==> src/rtl/p2s_tx_pkg.sv <==
// p2s_tx_pkg: shared definitions for the parallel-to-serial transmitter.
//   W_DEF   : default word width (matches the s2p receiver output width)
//   GAP_DEF : default idle clocks between consecutive words
//   p2s_state_e : transmitter FSM state encoding
//   cnt_w() : counter width helper, never narrower than one bit
package p2s_tx_pkg;

    localparam int unsigned W_DEF   = 10;
    localparam int unsigned GAP_DEF = 0;

    typedef enum logic [1:0] {
        ST_IDLE  = 2'd0,
        ST_SHIFT = 2'd1,
        ST_GAP   = 2'd2
    } p2s_state_e;

    // Bits needed to count 0..n-1; at least one so GAP=0 still yields a legal vector.
    function automatic int unsigned cnt_w(input int unsigned n);
        return (n < 2) ? 1 : $clog2(n);
    endfunction

endpackage

==> src/rtl/p2s_tx_if.sv <==
// p2s_tx_if: parallel word handshake into the transmitter.
//   din       : parallel word (W bits)
//   din_valid : source holds a word on din
//   din_ready : transmitter hold register can accept
// Transfer happens on a clk posedge where din_valid && din_ready.
//   master : word source
//   slave  : transmitter
interface p2s_tx_if
    import p2s_tx_pkg::*;
#(
    parameter int unsigned W = W_DEF
);

    logic [W-1:0] din;
    logic         din_valid;
    logic         din_ready;

    modport master (output din, output din_valid, input  din_ready);
    modport slave  (input  din, input  din_valid, output din_ready);

endinterface

==> src/rtl/p2s_tx.sv <==
// p2s_tx: parallel-to-serial transmitter. Buffers one word, shifts it out
// MSB-first one bit per clk, with an enable and a start-of-frame strobe.
// Ports:
//   clk        : clock, all state on posedge
//   rst_n      : asynchronous reset, active low
//   in_if      : slave side of the din/din_valid/din_ready handshake
//   dout       : serial data bit (0 whenever dout_en is low)
//   dout_en    : dout carries a valid bit this cycle
//   sof        : high on the MSB bit of each word
//   busy       : shifter or hold register occupied
//   words_sent : count of fully shifted words, wraps 255->0
module p2s_tx
    import p2s_tx_pkg::*;
#(
    parameter int unsigned W   = W_DEF,
    parameter int unsigned GAP = GAP_DEF
) (
    input  logic       clk,
    input  logic       rst_n,
    p2s_tx_if.slave    in_if,
    output logic       dout,
    output logic       dout_en,
    output logic       sof,
    output logic       busy,
    output logic [7:0] words_sent
);

    localparam int unsigned     BCW     = cnt_w(W);
    localparam int unsigned     GCW     = cnt_w(GAP + 1);
    localparam logic [BCW-1:0]  BIT_TOP = BCW'(W - 1);
    localparam logic [GCW-1:0]  GAP_TOP = (GAP > 0) ? GCW'(GAP - 1) : '0;

    p2s_state_e     state;
    logic [W-1:0]   hold;
    logic           hold_full;
    logic [W-1:0]   shreg;
    logic [BCW-1:0] bitcnt;
    logic [GCW-1:0] gapcnt;

    logic accept;
    logic word_end;
    logic gap_end;
    logic slot_free;
    logic load;
    logic hold_full_nxt;
    logic idle_nxt;

    // Ready depends only on registered state (and reset), never on din_valid.
    assign in_if.din_ready = rst_n && !hold_full;

    always_comb begin
        accept        = in_if.din_valid && in_if.din_ready;
        word_end      = (state == ST_SHIFT) && (bitcnt == '0);
        gap_end       = (state == ST_GAP) && (gapcnt == '0);
        // The shifter can take a new word now: idle, LSB ending with no gap, or gap ending.
        slot_free     = (state == ST_IDLE) || (word_end && (GAP == 0)) || gap_end;
        load          = slot_free && hold_full;
        hold_full_nxt = accept || (hold_full && !load);
        idle_nxt      = slot_free && !hold_full;
    end

    always_ff @(posedge clk or negedge rst_n) begin
        if (!rst_n) begin
            state      <= ST_IDLE;
            hold       <= '0;
            hold_full  <= 1'b0;
            shreg      <= '0;
            bitcnt     <= '0;
            gapcnt     <= '0;
            dout       <= 1'b0;
            dout_en    <= 1'b0;
            sof        <= 1'b0;
            busy       <= 1'b0;
            words_sent <= '0;
        end else begin
            busy      <= !idle_nxt || hold_full_nxt;
            hold_full <= hold_full_nxt;
            if (accept) begin
                hold <= in_if.din;
            end
            if (word_end) begin
                words_sent <= words_sent + 8'd1;
            end

            if (load) begin
                // MSB goes straight to the output register; shreg keeps the remaining bits.
                state   <= ST_SHIFT;
                shreg   <= {hold[W-2:0], 1'b0};
                bitcnt  <= BIT_TOP;
                dout    <= hold[W-1];
                dout_en <= 1'b1;
                sof     <= 1'b1;
            end else if (word_end && (GAP != 0)) begin
                state   <= ST_GAP;
                gapcnt  <= GAP_TOP;
                dout    <= 1'b0;
                dout_en <= 1'b0;
                sof     <= 1'b0;
            end else if (idle_nxt) begin
                state   <= ST_IDLE;
                dout    <= 1'b0;
                dout_en <= 1'b0;
                sof     <= 1'b0;
            end else if (state == ST_SHIFT) begin
                dout    <= shreg[W-1];
                shreg   <= {shreg[W-2:0], 1'b0};
                bitcnt  <= bitcnt - 1'b1;
                dout_en <= 1'b1;
                sof     <= 1'b0;
            end else if (state == ST_GAP) begin
                gapcnt  <= gapcnt - 1'b1;
            end
        end
    end

endmodule

==> src/flat_wrapper.sv <==
// flat-port wrapper written by rule: the top's interface ports become plain ports
module p2s_tx_flat import p2s_tx_pkg::*;
#(
    parameter int unsigned W   = W_DEF,
    parameter int unsigned GAP = GAP_DEF
)
  (clk, rst_n, dout, dout_en, sof, busy, words_sent, in_if_din, in_if_din_valid, in_if_din_ready);
  p2s_tx_if #(.W(W)) in_if_i ();
  input  logic clk;
  input  logic rst_n;
  output logic dout;
  output logic dout_en;
  output logic sof;
  output logic busy;
  output logic [7:0] words_sent;
  input wire logic [$bits(in_if_i.din)-1:0] in_if_din;
  input wire logic [$bits(in_if_i.din_valid)-1:0] in_if_din_valid;
  output wire logic [$bits(in_if_i.din_ready)-1:0] in_if_din_ready;
  assign in_if_i.din = in_if_din;
  assign in_if_i.din_valid = in_if_din_valid;
  assign in_if_din_ready = in_if_i.din_ready;
  p2s_tx #(.W(W), .GAP(GAP)) u_core (.clk(clk), .rst_n(rst_n), .in_if(in_if_i), .dout(dout), .dout_en(dout_en), .sof(sof), .busy(busy), .words_sent(words_sent));
endmodule
==> config.mk <==
export PLATFORM = sky130hd
export DESIGN_NAME = p2s_tx_flat
export DESIGN_NICKNAME = d
export VERILOG_FILES = /design/src/rtl/p2s_tx_pkg.sv /design/src/rtl/p2s_tx_if.sv /design/src/rtl/p2s_tx.sv /design/src/flat_wrapper.sv
export SDC_FILE = /design/constraint.sdc
export NUM_CORES = 1
export LEC_CHECK = 0
export BUFFER_PORTS_ARGS = -buffer_cell sky130_fd_sc_hd__buf_2
export CORE_MARGIN = 2
export CORE_UTILIZATION = 59
export DETAILED_ROUTE_END_ITERATION = 16
export PLACE_DENSITY = 0.95
export SLEW_MARGIN = 20
export SYNTH_ARGS = -nofsm -noshare
export SYNTH_HDL_FRONTEND = slang
export SYNTH_SLANG_ARGS = --single-unit
==> constraint.sdc <==
create_clock -name clk -period 4.3 [get_ports clk]
set_clock_uncertainty 0.2 [all_clocks]
set_input_delay 0.645 -clock clk [delete_from_list [all_inputs] [get_ports clk]]
set_output_delay 0.645 -clock clk [all_outputs]
set_load 0.01 [all_outputs]
Yosys cells after proc, flatten, opt, wreduce, memory -nomap -nowiden:

Cells that the tools add are included.

* reduce and logical (&&, ||, !) cells: 21
* equality and inequality tests: 3
* bitwise logic cells: 4
* multiplexer cells: 17
* $add $sub $neg: 3

Operators with widths (number)
* 10-bit two-way mux: 3
* 4-bit two-way mux: 3
* 1-bit two-way mux: 9
* 8-bit by 1-bit adder with 8-bit output (second input constant): 1
* 1-bit logical AND: 7
* 4-bit zero test: 1
* 1-bit logical OR: 4
* 2-bit two-way mux: 2
* 1-bit inverter: 4
* 4-bit AND reduction: 1
* 2-bit nonzero test: 2
* 4-bit by 1-bit subtractor with 4-bit output (second input constant): 1
* 1-bit zero test: 3
* 3-bit nonzero test: 1
* 2-bit by 1-bit == test with 1-bit output (second input constant): 1
* 2-bit == test (second input constant): 1
* 2-bit zero test: 1
* 2-bit by 1-bit inequality test with 1-bit output (second input constant): 1
* 2-bit AND reduction: 1
* 1-bit subtractor (second input constant): 1

* register bits: 40

Logic depth before layout (Yosys ltp):

* depth in word-level cells: 9
* mapped depth: 6

Least setup slack after synthesis:

Ideal clock, no wire load.

* path kind: reg2reg
* from: reg u_core.bitcnt[0]
* to: reg u_core.bitcnt[0]
* data arrival time: 1.440 ns
* setup slack: 2.518 ns
* data required time: 3.959 ns
* cell stages (with the launch flop): 6
* library setup time: 0.141 ns
* path buffers: 0
* clock period less this slack: 1.782 ns
* path through: dfrtp_1 > inv_1 > ha_1 > or3b_4 > a21oi_1 > mux2i_1

* longest elaborated chain between the ends: 7

RTL lines
* start: declaration: RTL line p2s_tx.sv:37 `logic [BCW-1:0] bitcnt;`
* start signal: assignment: RTL line p2s_tx.sv:107 `bitcnt <= bitcnt - 1'b1;`
* parallel branches: the longest is 7 deep, another holds 4-bit by 1-bit subtractor with 4-bit output

Several ways; the timed one is not identified. The select of a mux whose other input is x is not followed.
A chain may end at the register's enable or synchronous reset.

Final worst setup path:

* from: in rst_n
* to: out in_if_din_ready

* longest elaborated chain between the ends: 1

RTL lines
* start: declaration: RTL line flat_wrapper.sv:10 `input logic rst_n;`
* 1-bit logical AND: RTL line p2s_tx.sv:49 `assign in_if.din_ready = rst_n && !hold_full;`
* end: declaration: RTL line flat_wrapper.sv:18 `output wire logic [$bits(in_if_i.din_ready)-1:0] in_if_din_ready;`

No other way between the ends.

==> qor.csv <==
stage,metric,value,unit
status,run_status,finished clean,
die,rows,19,
timing,worst_pin_slew,640,ps
detailed_routing,vias,1091,
clock_tree,ctsLongestPathBuffers,2,
timing,finalSetupViolCount,0,
setup_path,cp.required,3450,ps
synth,async_reset_ff_share,100,%
run,cap_violations,0,
global_route,grt_pass1_vias,1110,
clock_tree,htree_num_levels,2,
detailed_routing,wire_per_inst,14.3,µm
die,die_area,0.00323,mm²
setup_path,arrival,1500,ps
cells_and_area,drive_gt1_share,34.6,%
cells_and_area,postLayoutCellArea,0.00182,mm²
synth,synthTopCellsByArea,"dfrtp_1 56%, mux2_2 6.8%, mux2i_1 6.1%",
global_route,track_usage,20.4,%
synth,syn_area_per_cell,12.1,µm²
setup_path,crit_buf_inv,3,
cells_and_area,nets,177,
clock_tree,clock-sinks,37,
clock_tree,cts_hold_buf,0,
synth,synth_area,0.00165,mm²
placed_design,dpl-instance-area,0.00177,mm²
synth,synth_most_common_cell,dfrtp_1,
global_route,grt_overflow,0,
synth,ys.warnings.count,0,
placed_design,portBuffers,25,
global_route,antenna_found_initial,0,
timing,setup_tns,0,ps
synth,syn-instance-count,136,
detailed_routing,drt_wl_total,2760,µm
clock_tree,root_buffer,clkbuf_4,
clock_tree,clkTransAtPathRegs,110,ps
synth,synth_edf_count,0,
die,num_io_pins,26,
power,leakage,0.000899,µW
setup_path,crit_family,buffers and inverters,
cells_and_area,area_growth,10.8,%
global_route,grt_max_degree,39,
setup_path,crit_path_top_delay_cell,buf_4,
die,die_y,56.8,µm
die,fp.coreArea,0.00271,mm²
setup_path,crit_chain,"buf_2, buf_4, nor2b_2, buf_2",
synth,yosysSeqAreaShare,56.2,%
timing,max_slew_margin,57.3,%
timing,max_freq,427,MHz
synth,synth_top_flop_cell,dfrtp_1,
cells_and_area,fillerInstances,219,
detailed_routing,firstDrtPassIters,4,
synth,synth_nets,152,
setup_path,crit_top_cell,buf_2,
global_route,grt_pass1_wl,4770,µm
setup_path,path_class,in2out,
timing,slew_viol_final,0,
power,p_per_area,653,mW/mm²
placed_design,place_congestion,0.757,
clock_tree,cts_resized,0,
detailed_routing,vias_per_cell,5.65,
clock_tree,cts_tree,yes,
timing,finalHoldViolCount,0,
detailed_routing,drt-initial-drc-count,49,
synth,synth.largest_area_cell,dfrtp_1,
timing,rsz0062_at_grt,no,
timing,period_share,54.5,%
cells_and_area,multiInputGateArea,646,µm²
worst_hold_path,worst_hold_path_type,in2async,
cells_and_area,regArea,926,µm²
clock_tree,clk-insertion-delay-late,350,ps
setup_path,reg2reg_slack,2230,ps
setup_path,cpPeakStageDelay,390,ps
timing,finalCriticalPeriod,2340,ps
synth,ys_ff_latch,37,
placed_design,dp_hpwl,1870,µm
clock_tree,postCtsSetupBuffers,0,
synth,synth_top_area_share,56.2,%
die,start_util,60.8,%
setup_path,worstPathMaxFanout,38,
setup_path,cp-start-kind,input port,
detailed_routing,drc_errors,0,
synth,synth.distinct_cells,31,
die,die_w,56.8,µm
detailed_routing,detail-route-antenna-nets,0,
synth,synth_common_cells,"37 x dfrtp_1, 11 x nand3_1, 10 x mux2_2, 10 x mux2i_1, 10 x nand2_1",
power,peakVddDrop,416,µV
setup_path,end_kind,output port,
cells_and_area,num_antenna_cells,0,
clock_tree,cts_buffers,5,
==> cells by family (layout without fill, tap and decap cells) <==
kind of cell,count (synthesis),in the layout,share of synthesized area (%)
AND/OR/NAND/NOR,39,39,13.4
adder cells (fa/ha/maj),3,3,2.28
AO/OA/AOI/OAI,14,14,6.84
XOR/XNOR,7,7,3.72
buffers and inverters,16,42,4.56
flip-flops,37,37,56.2
multiplexers,20,20,12.9
==> cell type report <==
class                           count  share of cell area, %
Tap cell                           31                   2.13
Inverter                            8                   1.65
Clock buffer                        6                   2.26
Timing Repair Buffer               26                   7.27
Multi-Input combinational cell     83                   35.4
Clock inverter                      2                  0.549
Sequential cell                    37                   50.8
==> where the power goes <==
group,switching (µW),total (µW),internal [µW]
clock network,115,177,62.3
registers,122,602,479
logic,201,413,212
total,438,1190,754
==> worst reg2reg max path: stages (launching register included) <==
cell and delay [ps]:
dfrtp_1 400, inv_1 110, ha_1 200, or3b_4 480
a21oi_1 410, a221oi_2 140
==> worst paths after layout <==
kind / startpoint / endpoint / cells past startpoint
setup reg to reg: u_core.bitcnt[0] / u_core.bitcnt[3] / 5
hold / removal: rst_n / u_core.dout_en / 2
setup / recovery: rst_n / in_if_din_ready / 4
max in group asynchronous: rst_n / u_core.shreg[7] / 2
hold reg to reg: u_core.words_sent[7] / u_core.words_sent[7] / 1
min in group clk: u_core.words_sent[7] / u_core.words_sent[7] / 1
==> cells in the final DEF (no fill, tap or decap), drive strengths merged <==
cell     synthesis  routed
nand4bb          1       1
and3             1       1
a221oi           1       1
nor4             1       1
mux2            10      10
ha               3       3
nor2b            1       1
o31ai            1       1
a21oi            1       1
buf              6      26
xnor2            4       4
o21ai           10      10
clkinv           0       2
o311ai           1       1
and2             1       1
nand3           11      11
mux2i           10      10
nor3             3       3
and4bb           1       1
nand2           10      10
inv              8       8
nand4            2       2
nor2             4       4
or3b             1       1
clkbuf           2       6
xor2             3       3
dfrtp           37      37
nand3b           2       2
==> state kept, by name (all words and copies together), names as in the netlist <==
register           flops
u_core.bitcnt          4
u_core.busy            1
u_core.dout            1
u_core.dout_en         1
u_core.hold           10
u_core.hold_full       1
u_core.shreg           9
u_core.sof             1
u_core.state           1
u_core.words_sent      8
==> through the flow <==
step	power [µW]	hold WS (ps)	worst slack [ps]	utilization, %	instances
after floorplan	925	149	2520	-	136
after CTS	1200	124	1920	67.3	193
after global placement	991	255	1950	65.4	185
final	1190	110	1960	67.3	193
after global routing	1280	130	1840	67.3	193
after detailed placement	1030	255	1870	65.4	185
==> routing by layer <==
layer / up-vias / global-route usage [%] / routed length, µm
li1: 517 / - / -
met1: 529 / 22.4 / 1140
met2: 34 / 33.9 / 1380
met3: 11 / 7.83 / 169
met4: 0 / 11.0 / 76
met5: - / 0 / 0
Note: power is estimated with default switching activity, not from simulation.
